**src/rtl/flash_fill_arbiter.sv**
```systemverilog
// flash_fill_arbiter: shares one quad-I/O flash line reader among NREQ refill requesters.
// Optional FFA_ROUND_ROBIN_EN selects rotating priority; default is fixed lowest-index priority.
module flash_fill_arbiter #(
    parameter int NREQ      = 2,
    parameter int ADDR_W    = 24,
    parameter int LINE_SIZE = 128
) (
    input  logic                   HCLK,
    input  logic                   HRESETn,
    input  logic [NREQ-1:0]        req_valid,
    input  logic [NREQ*ADDR_W-1:0] req_addr,
    output logic [NREQ-1:0]        rsp_done,
    output logic [LINE_SIZE-1:0]   rsp_line,
    output logic [1:0]             grant_id,
    output logic                   busy,
    output logic [ADDR_W-1:0]      fr_addr,
    output logic                   fr_rd,
    input  logic                   fr_done,
    input  logic [LINE_SIZE-1:0]   fr_line
);

    typedef enum logic [1:0] {
        IDLE,
        ISSUE,
        WAIT,
        RESP
    } state_t;

    state_t          state;
    state_t          state_nxt;
    logic [1:0]      win;
    logic [ADDR_W-1:0] sel_addr;
    logic            grant_en;
    logic            line_en;
    logic            unused_offset;

`ifdef FFA_ROUND_ROBIN_EN
    logic [1:0]      ptr;
    logic [NREQ-1:0] rot;
    int              sum;

    // Rotate so the pointer slot sits at bit 0, then map back to a real index.
    always_comb begin
        win = '0;
        sum = 0;
        rot = NREQ'({req_valid, req_valid} >> ptr);
        for (int o = NREQ - 1; o >= 0; o--) begin
            if (rot[o]) begin
                sum = int'(ptr) + o;
                if (sum >= NREQ) sum = sum - NREQ;
                win = 2'(sum);
            end
        end
    end

    always_ff @(posedge HCLK or negedge HRESETn) begin
        if (!HRESETn) begin
            ptr <= '0;
        end else if (grant_en) begin
            ptr <= (win == 2'(NREQ - 1)) ? 2'd0 : win + 2'd1;
        end
    end
`else
    always_comb begin
        win = '0;
        for (int i = NREQ - 1; i >= 0; i--) begin
            if (req_valid[i]) win = 2'(i);
        end
    end
`endif

    always_comb begin
        sel_addr = '0;
        for (int k = 0; k < NREQ; k++) begin
            if (win == 2'(k)) sel_addr = req_addr[k*ADDR_W +: ADDR_W];
        end
    end

    assign unused_offset = ^sel_addr[3:0];

    always_comb begin
        state_nxt = state;
        grant_en  = 1'b0;
        line_en   = 1'b0;
        unique case (state)
            IDLE: begin
                if (|req_valid) begin
                    grant_en  = 1'b1;
                    state_nxt = ISSUE;
                end
            end
            ISSUE: state_nxt = WAIT;
            WAIT: begin
                if (fr_done) begin
                    line_en   = 1'b1;
                    state_nxt = RESP;
                end
            end
            RESP: state_nxt = IDLE;
            default: state_nxt = IDLE;
        endcase
    end

    assign fr_rd = (state == ISSUE);
    assign busy  = (state != IDLE);

    // Coalesce every live request on the latched line; the grantee always completes.
    always_comb begin
        rsp_done = '0;
        if (state == RESP) begin
            for (int k = 0; k < NREQ; k++) begin
                rsp_done[k] = (grant_id == 2'(k)) ||
                    (req_valid[k] &&
                     (req_addr[k*ADDR_W+4 +: ADDR_W-4] == fr_addr[ADDR_W-1:4]));
            end
        end
    end

    always_ff @(posedge HCLK or negedge HRESETn) begin
        if (!HRESETn) begin
            state    <= IDLE;
            grant_id <= '0;
            fr_addr  <= '0;
            rsp_line <= '0;
        end else begin
            state <= state_nxt;
            if (grant_en) begin
                grant_id <= win;
                fr_addr  <= {sel_addr[ADDR_W-1:4], 4'd0};
            end
            if (line_en) rsp_line <= fr_line;
        end
    end

endmodule

```
**config.mk**
```make
export PLATFORM = sky130hd
export DESIGN_NAME = flash_fill_arbiter
export DESIGN_NICKNAME = d
export VERILOG_FILES = /design/src/rtl/flash_fill_arbiter.sv
export SDC_FILE = /design/constraint.sdc
export NUM_CORES = 1
export LEC_CHECK = 0
export BUFFER_PORTS_ARGS = -buffer_cell sky130_fd_sc_hd__buf_4
export CAP_MARGIN = 20
export CORE_AREA = 3 3 130 132
export CTS_CLUSTER_DIAMETER = 30
export DETAILED_ROUTE_END_ITERATION = 8
export DIE_AREA = 0 0 133 135
export PLACE_DENSITY = 0.88
export SYNTH_ARGS = -nofsm -noshare
export SYNTH_HDL_FRONTEND = slang
export SYNTH_SLANG_ARGS = --single-unit
```
**constraint.sdc**
```tcl
create_clock -name HCLK -period 1.7 [get_ports HCLK]
set_input_delay 0.51 -clock HCLK [delete_from_list [all_inputs] [get_ports HCLK]]
set_output_delay 0.51 -clock HCLK [all_outputs]
set_load 0.02 [all_outputs]
```
## Word-level counts from Yosys, hierarchy flattened

Index checks and enable logic that the tools add are counted.

- Flip-flop bits (word level): 152
- Output and inout port bits: 158

- Equal/unequal tests: 9
- Muxes and demuxes: 12
- Reduce and logical (&&, ||, !) cells: 10

Operators with widths:

| operator | number |
|---|---|
| 24-bit two-way mux | 2 |
| 20-bit equality test | 2 |
| 2-bit one-hot mux with 4 select lines | 1 |
| 2-bit by 1-bit equality test with 1-bit output, second input constant | 3 |
| 2-bit logical NOT | 3 |
| 1-bit two-way mux | 6 |
| 2-bit two-way mux | 3 |
| 2-bit equality test, second input constant | 2 |
| 2-bit inequality test, second input constant | 2 |
| 1-bit logical AND | 2 |
| 1-bit logical OR | 2 |
| 2-bit AND reduction | 1 |
| 2-bit nonzero test | 1 |
| 2-bit OR reduction | 1 |

## Depth between registers and ports, before layout

Gate-level depths: netlist of the first run.

- Depth after elaboration: 5
- Mapped depth: 6

## Worst setup path after synthesis of the first run

Ideal clock, no wire load.

- Path kind: input to output
- From: input req_addr[17]
- To: output rsp_done[0]
- Arrival: 1.395 ns
- Required time: 1.190 ns
- Setup slack: -0.205 ns
- Stages on the path: 4
- Cells stage by stage: xor2_1 > nor4_1 > nand4_1 > o22ai_1

- Word-level cells in the longest chain between the ends: 4

Ends and longest elaborated chain:

| item | line | source |
|---|---|---|
| start, declared | 11 | `input logic [NREQ*ADDR_W-1:0] req_addr,` |
| 20-bit equality test | 114 | `(req_addr[k*ADDR_W+4 +: ADDR_W-4] == fr_addr[ADDR_W-1:4]));` |
| 1-bit logical AND | 113 | `(req_valid[k] &&` |
| 1-bit logical OR | 112 | `rsp_done[k] = (grant_id == 2'(k)) \|\|` |
| 2-bit two-way mux | 110 | `if (state == RESP) begin` |
| end, declared | 12 | `output logic [NREQ-1:0] rsp_done,` |

Every way passes these cells.

## Worst setup path after layout of the first run

- From: register fr_addr[15]
- To: output rsp_done[1]

- Word-level cells in the longest chain between the ends: 4

Ends and longest elaborated chain:

| item | line | source |
|---|---|---|
| start, declared | 16 | `output logic [ADDR_W-1:0] fr_addr,` |
| start signal, assigned | 129 | `fr_addr <= {sel_addr[ADDR_W-1:4], 4'd0};` |
| 20-bit equality test | 114 |  |
| 1-bit logical AND | 113 |  |
| 1-bit logical OR | 112 |  |
| 2-bit two-way mux | 110 |  |

Every way passes these cells.

==> summary.md, run 1 <==
| Metric | Value |
|---|---|
| Vias in the first global route | about 5.4k |
| Area Growth Syn to Fin | 53.6% |
| R2R depth | 6 |
| # H-tree levels | 4 |
| Setup ws final | -0.669 ns |
| Drt first pass iters | 6 |
| ANT cells | 0 |
| Remaining antenna violation count | 0 |
| Seq pwr share | 0.301 |
| Register area | about 3800 µm² |
| Fraction of layout cells with a size suffix above 1 | 0.655 |
| PD cells | between 2000 and 2500 nW/µm² |
| Clock Latency Late Sink | 0.42 ns |
| Multi-input gate area | 2960 µm² |
| Min-delay worst type | input pin to register |
| Initial antenna violation count | 0 |
| Worst r2r src | state[1] |
| # nets final | 999 |
| DRC | 0 |
| Syn. warnings | 0 |
| Placed inst area | slightly below 10000 µm² |
| Mapped Area | 6960 µm² |
| Final GP Congestion | roughly 0.74 |
| Die height | around 140 µm |
| Final min period | 2.37 ns |
| Setup Skew | 0.00952 ns |
| CTS tree | yes |
| R2r endpoint | rsp_line[104] |
| Yosys top cell area share | 0.543 |
| I/O Pins | 339 |
| Peak VDD IR | around 1000 µV |
| CTS sink count | 151 |
| Die X-Extent | approximately 130 µm |
| Synth area leader | dfrtp_1 |
| Ranking of synthesized cells by area | dfrtp_1, mux2_4, xor2_1 |
| GRT Total Usage | 0.213 |
| Worst-path maximum fanout | 3 |
| Row cnt | 46 |
| Critical Path AT | between 1.5 and 2 ns |
| Sw frac | 0.367 |
| Via count | approximately 5.0k |
| Clock root buffer | clkbuf_16 |
| Die area | 18000 µm² |
| Setup TNS | -1.59 ns |
| Endpoint, Worst Hold | rsp_line[103] |
| PortBufs | about 330 |
| Number of fill cells | around 1.1k |
| Cell Int Power | 14.2 mW |
| Worst reg2reg setup slack | around 0.040 ns |
| WL/cell | 18.9 µm |
| Critical path type | register to output port |
| Initial core utilization | 0.440 |
| Iteration-0 DRC Markers | between 150 and 200 |
| Syn Inst Count | between 400 and 500 |
| Congestion Overflow GR | 0 |
| Failing checks | negative setup slack |
| Bufs on Longest Clock Path | 2 |
| Most frequent cells in the layout | buf_4, dfrtp_1, mux2_4, xor2_1, nand2_1 |
| Synth unique cells | 27 |
| Setup violators final | 5 |
| Run status | finished, violations left |
| Drt total wl | 19.7 mm |
| HPWL after DPL | 14.9 mm |
| First-pass GRT wire length | 29.8 mm |
| Mean number of vias per cell | ~4.8 |
| Unrepaired setup endpoints after global routing | yes |
| Hold Vio Cnt, Final | 0 |
| Pin count of the biggest net entering global routing | 43 |
| Commonest non-fill, non-tap cell in the layout | buf_4 |
| Register area share after synthesis | 0.543 |
| Fin crit share | 1.39 |
| LEAKAGE | 5.59 nW |
| Seq cells post-synth | 151 |
| Gate power share | 0.519 |
| Max-cap violation count | 0 |
| Required @ worst endpoint | 1.19 ns |
| Fin area | 10700 µm² |
| Net switching power | 8.20 mW |
| Startpoint of the worst hold path | fr_line[103] |
| Final-report max-slew violation count | 0 |
| Setup crit start kind | register |
| Min-Delay Path Depth | 2 |
| Core ar. | 15800 µm² |
| Endpoint type of the worst setup path | output port |
| Worst-path clk slew | 0.06 ns |
| Power share of the clock group | 0.180 |
| Mean area per synthesized cell | ~16 µm² |
| CTS Buf Count | 17 |
| Max Freq | 422 MHz |
[how the worst max path moves through the flow]
stage                 startpoint           to  slack (ns)
floorplan           req_addr[29]  rsp_done[1]       -0.12
global placement    req_addr[37]  rsp_done[1]       -0.62
detailed placement  req_addr[37]  rsp_done[1]       -0.62
CTS                  fr_addr[18]  rsp_done[0]       -0.70
global route         fr_addr[18]  rsp_done[0]       -0.78
finish               fr_addr[15]  rsp_done[1]       -0.67
[worst max-delay path, cell delays in order (launching register included)]
cell	delay [ns]
dfrtp_1	0.40
xor2_1	0.16
nor4_2	0.36
nand4_1	0.20
o21ai_2	0.17
buf_6	0.14
[routing by layer]
metal	wire, µm	global-route usage
met5	0	0
met4	459	0.0883
met3	1360	0.0652
met2	10400	0.369
met1	7560	0.247
[repair_timing]
item / 4_1_cts / 5_1_grt
setup endpoints to repair: 7 / 9
buffers inserted: 4 / 6
pin swaps: 9 / 3
cloned: 0 / 2
hold buffers: 1 / 0
hold endpoints to repair: 28 / 0
resized for setup: 17 / 15
[synthesized netlist by cell type]
library cell	instances
mux2i_1	20
xor2_1	38
buf_8	1
nor2_1	1
conb_1	1
inv_2	1
mux2_4	120
nor3_1	2
nand2_2	1
mux2_1	8
ha_1	4
o32a_1	1
buf_12	10
o21ai_1	23
dfrtp_1	151
xnor2_1	2
clkbuf_2	2
o22ai_1	1
nand4_1	4
buf_6	5
nor4_1	8
buf_2	2
nor2b_4	1
nand2_1	22
inv_1	4
a21oi_1	3
buf_4	5
[sequential cells by signal, summed over array words and instances, names as in the netlist]
name	cells
fr_addr	20
state	2
rsp_line	128
grant_id	1
[area by class of cell]
cell class / instances / area share
clock buffer: 18 / 0.0401
clock inverter: 13 / 0.0184
inverter: 5 / 0.00246
multi-input combinational: 265 / 0.277
sequential: 151 / 0.353
tap: 216 / 0.0253
timing repair buffer: 374 / 0.284
[power by group through the flow]
stage	clock network, mW	logic [mW]	registers, mW
detailed placement	0	11.2	6.72
global placement	0	10.9	6.59
floorplan	0	4.33	8.82
finish	4.03	11.6	6.72
CTS	4.10	11.4	6.71
global route	4.25	12.2	6.95
[cells by family (layout without fill, tap and decap cells)]
family / after synthesis / count (layout) / share of synthesized area
XOR/XNOR: 40 / 40 / 0.0503
flip-flops: 151 / 151 / 0.543
multiplexers: 148 / 148 / 0.301
buffers and inverters: 30 / 410 / 0.0500
AO/OA/AOI/OAI: 28 / 28 / 0.0210
AND/OR/NAND/NOR: 39 / 40 / 0.0275
other: 1 / 5 / 0.000539
adder cells (fa/ha/maj): 4 / 4 / 0.00719
[metrics by stage]
stage | utilization | cells | hold WS [ns] | power, mW | setup slack (ns)
2_1_floorplan | - | 445 | 0.214 | 13.2 | -0.124
3_3_place_gp | 0.621 | 999 | 0.420 | 17.5 | -0.622
3_5_place_dp | 0.621 | 999 | 0.422 | 17.9 | -0.617
4_1_cts | 0.667 | 1035 | 0.291 | 22.2 | -0.696
5_1_grt | 0.676 | 1042 | 0.288 | 23.4 | -0.783
6_report | 0.676 | 1042 | 0.314 | 22.4 | -0.669
(Power assumes the default switching activity.)
==> inputs of run 2 (changes only) <==
==> config.mk (replaced) <==
export PLATFORM = sky130hd
export DESIGN_NAME = flash_fill_arbiter
export DESIGN_NICKNAME = d
export VERILOG_FILES = /design/src/rtl/flash_fill_arbiter.sv
export SDC_FILE = /design/constraint.sdc
export NUM_CORES = 1
export LEC_CHECK = 0
export ABC_AREA = 1
export BUFFER_PORTS_ARGS = -buffer_cell sky130_fd_sc_hd__buf_4
export CAP_MARGIN = 20
export CORE_AREA = 3 3 132 134
export CTS_CLUSTER_DIAMETER = 30
export DETAILED_ROUTE_END_ITERATION = 8
export DIE_AREA = 0 0 135 137
export PLACE_DENSITY = 0.84
export SYNTH_ARGS = -nofsm -noshare
export SYNTH_HDL_FRONTEND = slang
export SYNTH_SLANG_ARGS = --single-unit
==> constraint.sdc (replaced) <==
create_clock -name HCLK -period 1.7 [get_ports HCLK]
set_input_delay 0.51 -clock HCLK [delete_from_list [all_inputs] [get_ports HCLK]]
set_output_delay 0.51 -clock HCLK [all_outputs]
set_load 0.01 [all_outputs]
==> summary.md, run 2 <==
| Metric | Value |
|---|---|
| Run status | finished, violations left |
| Failing checks | negative setup slack |
| Top-count cell post-synth | dfrtp_1 |
| Top post-synthesis cells by count | dfrtp_1, mux2_2, nand2_1, inv_1, a21oi_1 |
| Worst reg2reg setup slack | 0.04 ns |
| Vias in the first global route | 5882 |
| Die area | 18500 µm² |
| PortBufs | 325 |
| Setup violators final | 7 |
| Row cnt | 47 |
| Critical Path AT | 1.74 ns |
| Required @ worst endpoint | 1.19 ns |
| Synth area leader | dfrtp_1 |
| Final GP Congestion | between 0.8 and 0.9 |
| FFs w/ async S/R, synth | 1.00 |
| HPWL after DPL | 15.1 mm |
| Iteration-0 DRC Markers | 216 |
| Syn Inst Count | between 500 and 600 |
| # H-tree levels | 4 |
| # nets final | 1155 |
| Worst-path clk slew | around 0.07 ns |
| Main flop type after synthesis | dfrtp_1 |
| Max reg flops | about 130 |
| PD cells | around 1900 nW/µm² |
| Setup TNS | -1.33 ns |
| Remaining antenna violation count | 0 |
| Register area share after synthesis | 0.566 |
| Reg with most FFs | rsp_line |
| Initial antenna violation count | 1 |
| CTS sink count | 151 |
| Clock root buffer | clkbuf_16 |
| Initial core utilization | 0.407 |
| Pin count of the biggest net entering global routing | 45 |
| I/O Pins | 339 |
| Max-cap violation count | 0 |
| Commonest non-fill, non-tap cell in the layout | buf_4 |
| ANT cells | 0 |
| Most frequent cells in the layout | buf_4, dfrtp_1, mux2_2, nand2_1, inv_1 |
| Crit path launch | fr_addr[14] |
| Fraction of layout cells with a size suffix above 1 | 0.598 |
| Post-synth EDFFs | 0 |
| Cell Count, Final, Fillers Out | 1203 |
| GRT Total Usage | 0.203 |
| Worst-path maximum fanout | 4 |
| Final-report max-slew violation count | 0 |
| Max Freq | 445 MHz |
| Mapped Area | 6680 µm² |
| Seq cells post-synth | ~150 |
| Peak VDD IR | 1040 µV |
| CTS Buf Count | 17 |
| Setup crit start kind | register |
| Fin crit share | 1.32 |
| Fin area | about 11000 µm² |
| Final min period | 2.25 ns |
| WL/cell | 16.8 µm |
| Post-layout util | 0.641 |
| Setup ws final | -0.546 ns |
| Clock Latency Late Sink | 0.42 ns |
| Drt first pass iters | 5 |
| Die X-Extent | about 140 µm |
| Area Growth Syn to Fin | 57.4% |
| Startpoint of the worst hold path | fr_line[73] |
| Synth unique cells | 22 |
| Cell count after placement | 1159 |
| Die height | 137 µm |
| Core ar. | between 15000 and 20000 µm² |
| Min-delay worst type | input pin to register |
| Mean number of vias per cell | 4.74 |
| Hold Vio Cnt, Final | 0 |
| Setup Skew | 0.0156 ns |
| Ranking of synthesized cells by area | dfrtp_1, mux2_2, nand2_1 |
| Yosys top cell area share | 0.566 |
| Via count | 5706 |
| Congestion Overflow GR | 0 |
| Unrepaired setup endpoints after global routing | yes |
| Largest regs | rsp_line (128), fr_addr (20), state (2) |
| Drt total wl | 20.2 mm |
| Worst r2r src | state[1] |
| DRC | 0 |
| Critical path type | register to output port |
| LEAKAGE | 5.35 nW |
| Endpoint type of the worst setup path | output port |
| Bufs on Longest Clock Path | 2 |
| Mean area per synthesized cell | ~11 µm² |
| Syn. warnings | 0 |
| Total power draw | 19.8 mW |
| CTS tree | yes |
| First-pass GRT wire length | slightly below 30 mm |
| Placed inst area | 9640 µm² |
==> run 2: area by class of cell <==
cell class	instances	area, µm²
Timing Repair Buffer	382	3080
Multi-Input combinational cell	354	2550
Tap cell	220	275
Clock buffer	18	429
Sequential cell	151	3780
Clock inverter	14	156
Inverter	64	243
Fill cell	1279	5890
==> run 2: cells by family after synthesis <==
logic type                 after synthesis  synth area share
DFF                                    151             0.566
and+or+nand+nor                        147            0.0833
muxes                                  128             0.216
buffers and inverters                   90            0.0698
AOI/OAI and AO/OA                       68            0.0549
adders and majority gates                4           0.00749
xor gates and xnor gates                 2           0.00262
other                                    1          0.000561
==> run 2: report_power, final <==
| part | switching [mW] | total, mW | internal (mW) |
|---|---|---|---|
| sequential | 1.17 | 6.63 | 5.46 |
| clock | 1.65 | 3.74 | 2.09 |
| combinational | 4.07 | 9.47 | 5.41 |
| total | 6.89 | 19.8 | 12.9 |
==> run 2: worst paths after layout <==
check | to | cells after the start
worst max-delay path | rsp_done[1] | 8
worst min-delay path | rsp_line[73] | 2
worst max register to register | fr_addr[8] | 9
worst min register to register | rsp_line[112] | 1
max in group asynchronous | fr_addr[21] | 3
min in group asynchronous | rsp_line[79] | 2
==> run 2: critical path, stage by stage, from the launching register on <==
cell and delay [ns]:
dfrtp_1 0.42, nand2_1 0.11, nand2_2 0.07, nor2_4 0.13, nand2_2 0.07, nor2_2 0.13
nand3_2 0.09, a21oi_2 0.16, buf_4 0.14
==> run 2: timing repair <==
item / CTS / global route
pin swaps: 14 / 12
endpoints found under the setup margin: 4 / 23
resized for setup: 45 / 30
cloned: 0 / 1
hold endpoints to repair: 23 / 0
buffers inserted: 12 / 4
hold buffers: 1 / 0
==> run 2: layer usage <==
metal | GRT usage | part of all wire | wire length [µm] | vias up
li1 | - | - | - | 2681
met1 | 0.231 | 0.37 | 7510 | 2747
met2 | 0.357 | 0.52 | 10500 | 250
met3 | 0.0798 | 0.092 | 1860 | 26
met4 | 0.0566 | 0.013 | 262 | 2
met5 | 0 | 0.00064 | 13 | -
==> run 2: per-stage QoR <==
step | hold WS [ns] | setup WS (ns)
finish | 0.317 | -0.546
global route | 0.298 | -0.653
CTS | 0.298 | -0.544
detailed placement | 0.418 | -0.321
global placement | 0.411 | -0.322
floorplan | 0.214 | 0.0639
==> inputs of run 3 (changes only) <==
--- a/config.mk
+++ b/config.mk
@@ -8,11 +8,12 @@
 export ABC_AREA = 1
 export BUFFER_PORTS_ARGS = -buffer_cell sky130_fd_sc_hd__buf_4
 export CAP_MARGIN = 20
-export CORE_AREA = 3 3 132 134
+export CORE_AREA = 3 3 131 133
+export CTS_BUF_LIST = sky130_fd_sc_hd__clkbuf_4 sky130_fd_sc_hd__clkbuf_8
 export CTS_CLUSTER_DIAMETER = 30
 export DETAILED_ROUTE_END_ITERATION = 8
-export DIE_AREA = 0 0 135 137
-export PLACE_DENSITY = 0.84
+export DIE_AREA = 0 0 134 136
+export PLACE_DENSITY = 0.85
 export SYNTH_ARGS = -nofsm -noshare
 export SYNTH_HDL_FRONTEND = slang
 export SYNTH_SLANG_ARGS = --single-unit
==> summary.md, run 3 (same netlist as run 2, synthesis figures left out) <==
| Metric | Value |
|---|---|
| Worst reg2reg setup slack | -0.12 ns |
| Drt first pass iters | 5 |
| PortBufs | 325 |
| Final min period | 2.33 ns |
| Startpoint of the worst hold path | fr_line[82] |
| Drt total wl | between 20 and 25 mm |
| Critical path type | register to output port |
| PD cells | between 1500 and 2000 nW/µm² |
| Endpoint, Worst Hold | rsp_line[82] |
| Required @ worst endpoint | 1.19 ns |
| Reg with most FFs | rsp_line |
| Row cnt | 46 |
| Run status | finished, violations left |
| Bufs on Longest Clock Path | 2 |
| Max reg flops | 128 |
| HPWL after DPL | 15.5 mm |
| Register area | 3780 µm² |
| Largest stage delay on the critical path | 0.44 ns |
| LEAKAGE | 5.46 nW |
| ANT cells | 0 |
| R2R depth | 11 |
| CTS sink count | between 150 and 200 |
| Critical Path Most Common Cell | nand2_1 |
| Max-cap violation count | 0 |
| Initial core utilization | 0.419 |
| WL/cell | about 18 µm |
| Met1 usage | 0.233 |
| Pin count of the biggest net entering global routing | 43 |
| Fin area | approximately 11000 µm² |
| Worst-path maximum fanout | 4 |
| GRT Total Usage | 0.214 |
| Pre-CTS WS | -0.331 ns |
| Remaining antenna violation count | 0 |
| Busiest grt layer | met2 |
| Die X-Extent | 134 µm |
| Worst-path clk slew | 0.10 ns |
| Core ar. | 15900 µm² |
| I/O Pins | 339 |
| Crit-path cells | inv_2, nand2_1, nand2_1, nor2_1, nand2_1, nor2_1, nand3_1, a21oi_2, buf_4 |
| Min-Delay Path Depth | 2 |
| Post-layout util | 0.674 |
| Area Growth Syn to Fin | 60.9% |
| Hold Vio Cnt, Final | 0 |
| Most frequent cells in the layout | buf_4, dfrtp_1, mux2_2, nand2_1, inv_1 |
| Setup Skew | 0.00963 ns |
| R2r endpoint | fr_addr[8] |
| Peak VDD IR | 1220 µV |
| Via count | roughly 5.9k |
| Fraction of layout cells with a size suffix above 1 | 0.618 |
| Commonest non-fill, non-tap cell in the layout | buf_4 |
| CTS Buf Count | 17 |
| Fin crit share | 1.37 |
| Die height | approximately 140 µm |
| Vias in the first global route | 6129 |
| Placed inst area | 9610 µm² |
| Clock root buffer | clkbuf_8 |
| Failing checks | negative setup slack |
| Fin Hold WS | 0.295 ns |
| Cell Count, Final, Fillers Out | 1219 |
| Number of fill cells | 1147 |
| Critical path's slowest cell | dfrtp_1 |
| Final-report max-slew violation count | 0 |
| Clock Latency Late Sink | 0.44 ns |
| DRC | 0 |
| Initial antenna violation count | 0 |
| Met2 Resource Use GR | 0.380 |
| Max Freq | 429 MHz |
| Multi-input gate area | around 2600 µm² |
| Worst r2r src | state[0] |
| # nets final | about 1.2k |
| Unrepaired setup endpoints after global routing | yes |
| Setup ws final | -0.633 ns |
| Setup TNS | -2.15 ns |
| Met3 Use GR | 0.0729 |
| Die area | approximately 18000 µm² |
| Mean number of vias per cell | 4.86 |
| # H-tree levels | 4 |
| Endpoint type of the worst setup path | output port |
| Iteration-0 DRC Markers | 288 |
| Largest regs | rsp_line (128), fr_addr (20), state (2) |
| Min-delay worst type | input pin to register |
| Total power draw | 20.1 mW |
| First-pass GRT wire length | a little over 30 mm |
| CTS tree | yes |
| Congestion Overflow GR | 0 |
| Cell count after placement | 1151 |
| Final GP Congestion | between 0.8 and 0.9 |
| Setup crit start kind | register |
| Critical Path AT | 1.82 ns |
| Setup violators final | 17 |
[run 3: worst max-delay path, delay by kind of cell, from the launching register on]
family / cells / cell delay (ns)
and+or+nand+nor: 6 / 0.54
AOI/OAI and AO/OA: 1 / 0.19
DFF: 1 / 0.44
buffers and inverters: 2 / 0.22
[run 3: timing repair]
action | 4_1_cts | 5_1_grt
pin swaps | 10 | 23
hold buffers | 1 | 0
cloned | 0 | 8
gates resized for setup | 32 | 78
buffers inserted | 24 | 13
endpoints found under the hold margin | 24 | 0
setup endpoints to repair | 4 | 150
[run 3: worst max path at each step]
stage	from	end	slack [ns]	depth (start not counted)
after floorplan	req_addr[13]	rsp_done[0]	0.06	8
after global placement	req_addr[38]	rsp_done[1]	-0.31	10
after detailed placement	req_addr[45]	rsp_done[1]	-0.33	9
after CTS	fr_addr[21]	rsp_done[1]	-0.57	9
after global routing	fr_addr[21]	rsp_done[1]	-0.75	9
final	fr_addr[12]	rsp_done[1]	-0.63	9
[run 3: where the power goes]
part | leakage, nW | total [mW] | switching [mW] | internal [mW]
Sequential | 1.77 | 6.64 | 1.19 | 5.45
Combinational | 3.48 | 10.4 | 4.45 | 5.99
Clock | 0.219 | 2.99 | 1.51 | 1.48
[run 3: area by class of cell]
| type | instances | area share |
|---|---|---|
| clock buffers | 20 | 0.0256 |
| clock inverters | 12 | 0.0147 |
| inverters | 64 | 0.0230 |
| multi-input cells | 355 | 0.246 |
| flip-flops and latches | 151 | 0.352 |
| well taps | 216 | 0.0251 |
| repair buffers | 401 | 0.313 |
[run 3: layer usage]
layer / share of wire / wire, µm
met1: 0.36 / 7800
met2: 0.52 / 11300
met3: 0.083 / 1800
met4: 0.034 / 733
met5: 0 / 0
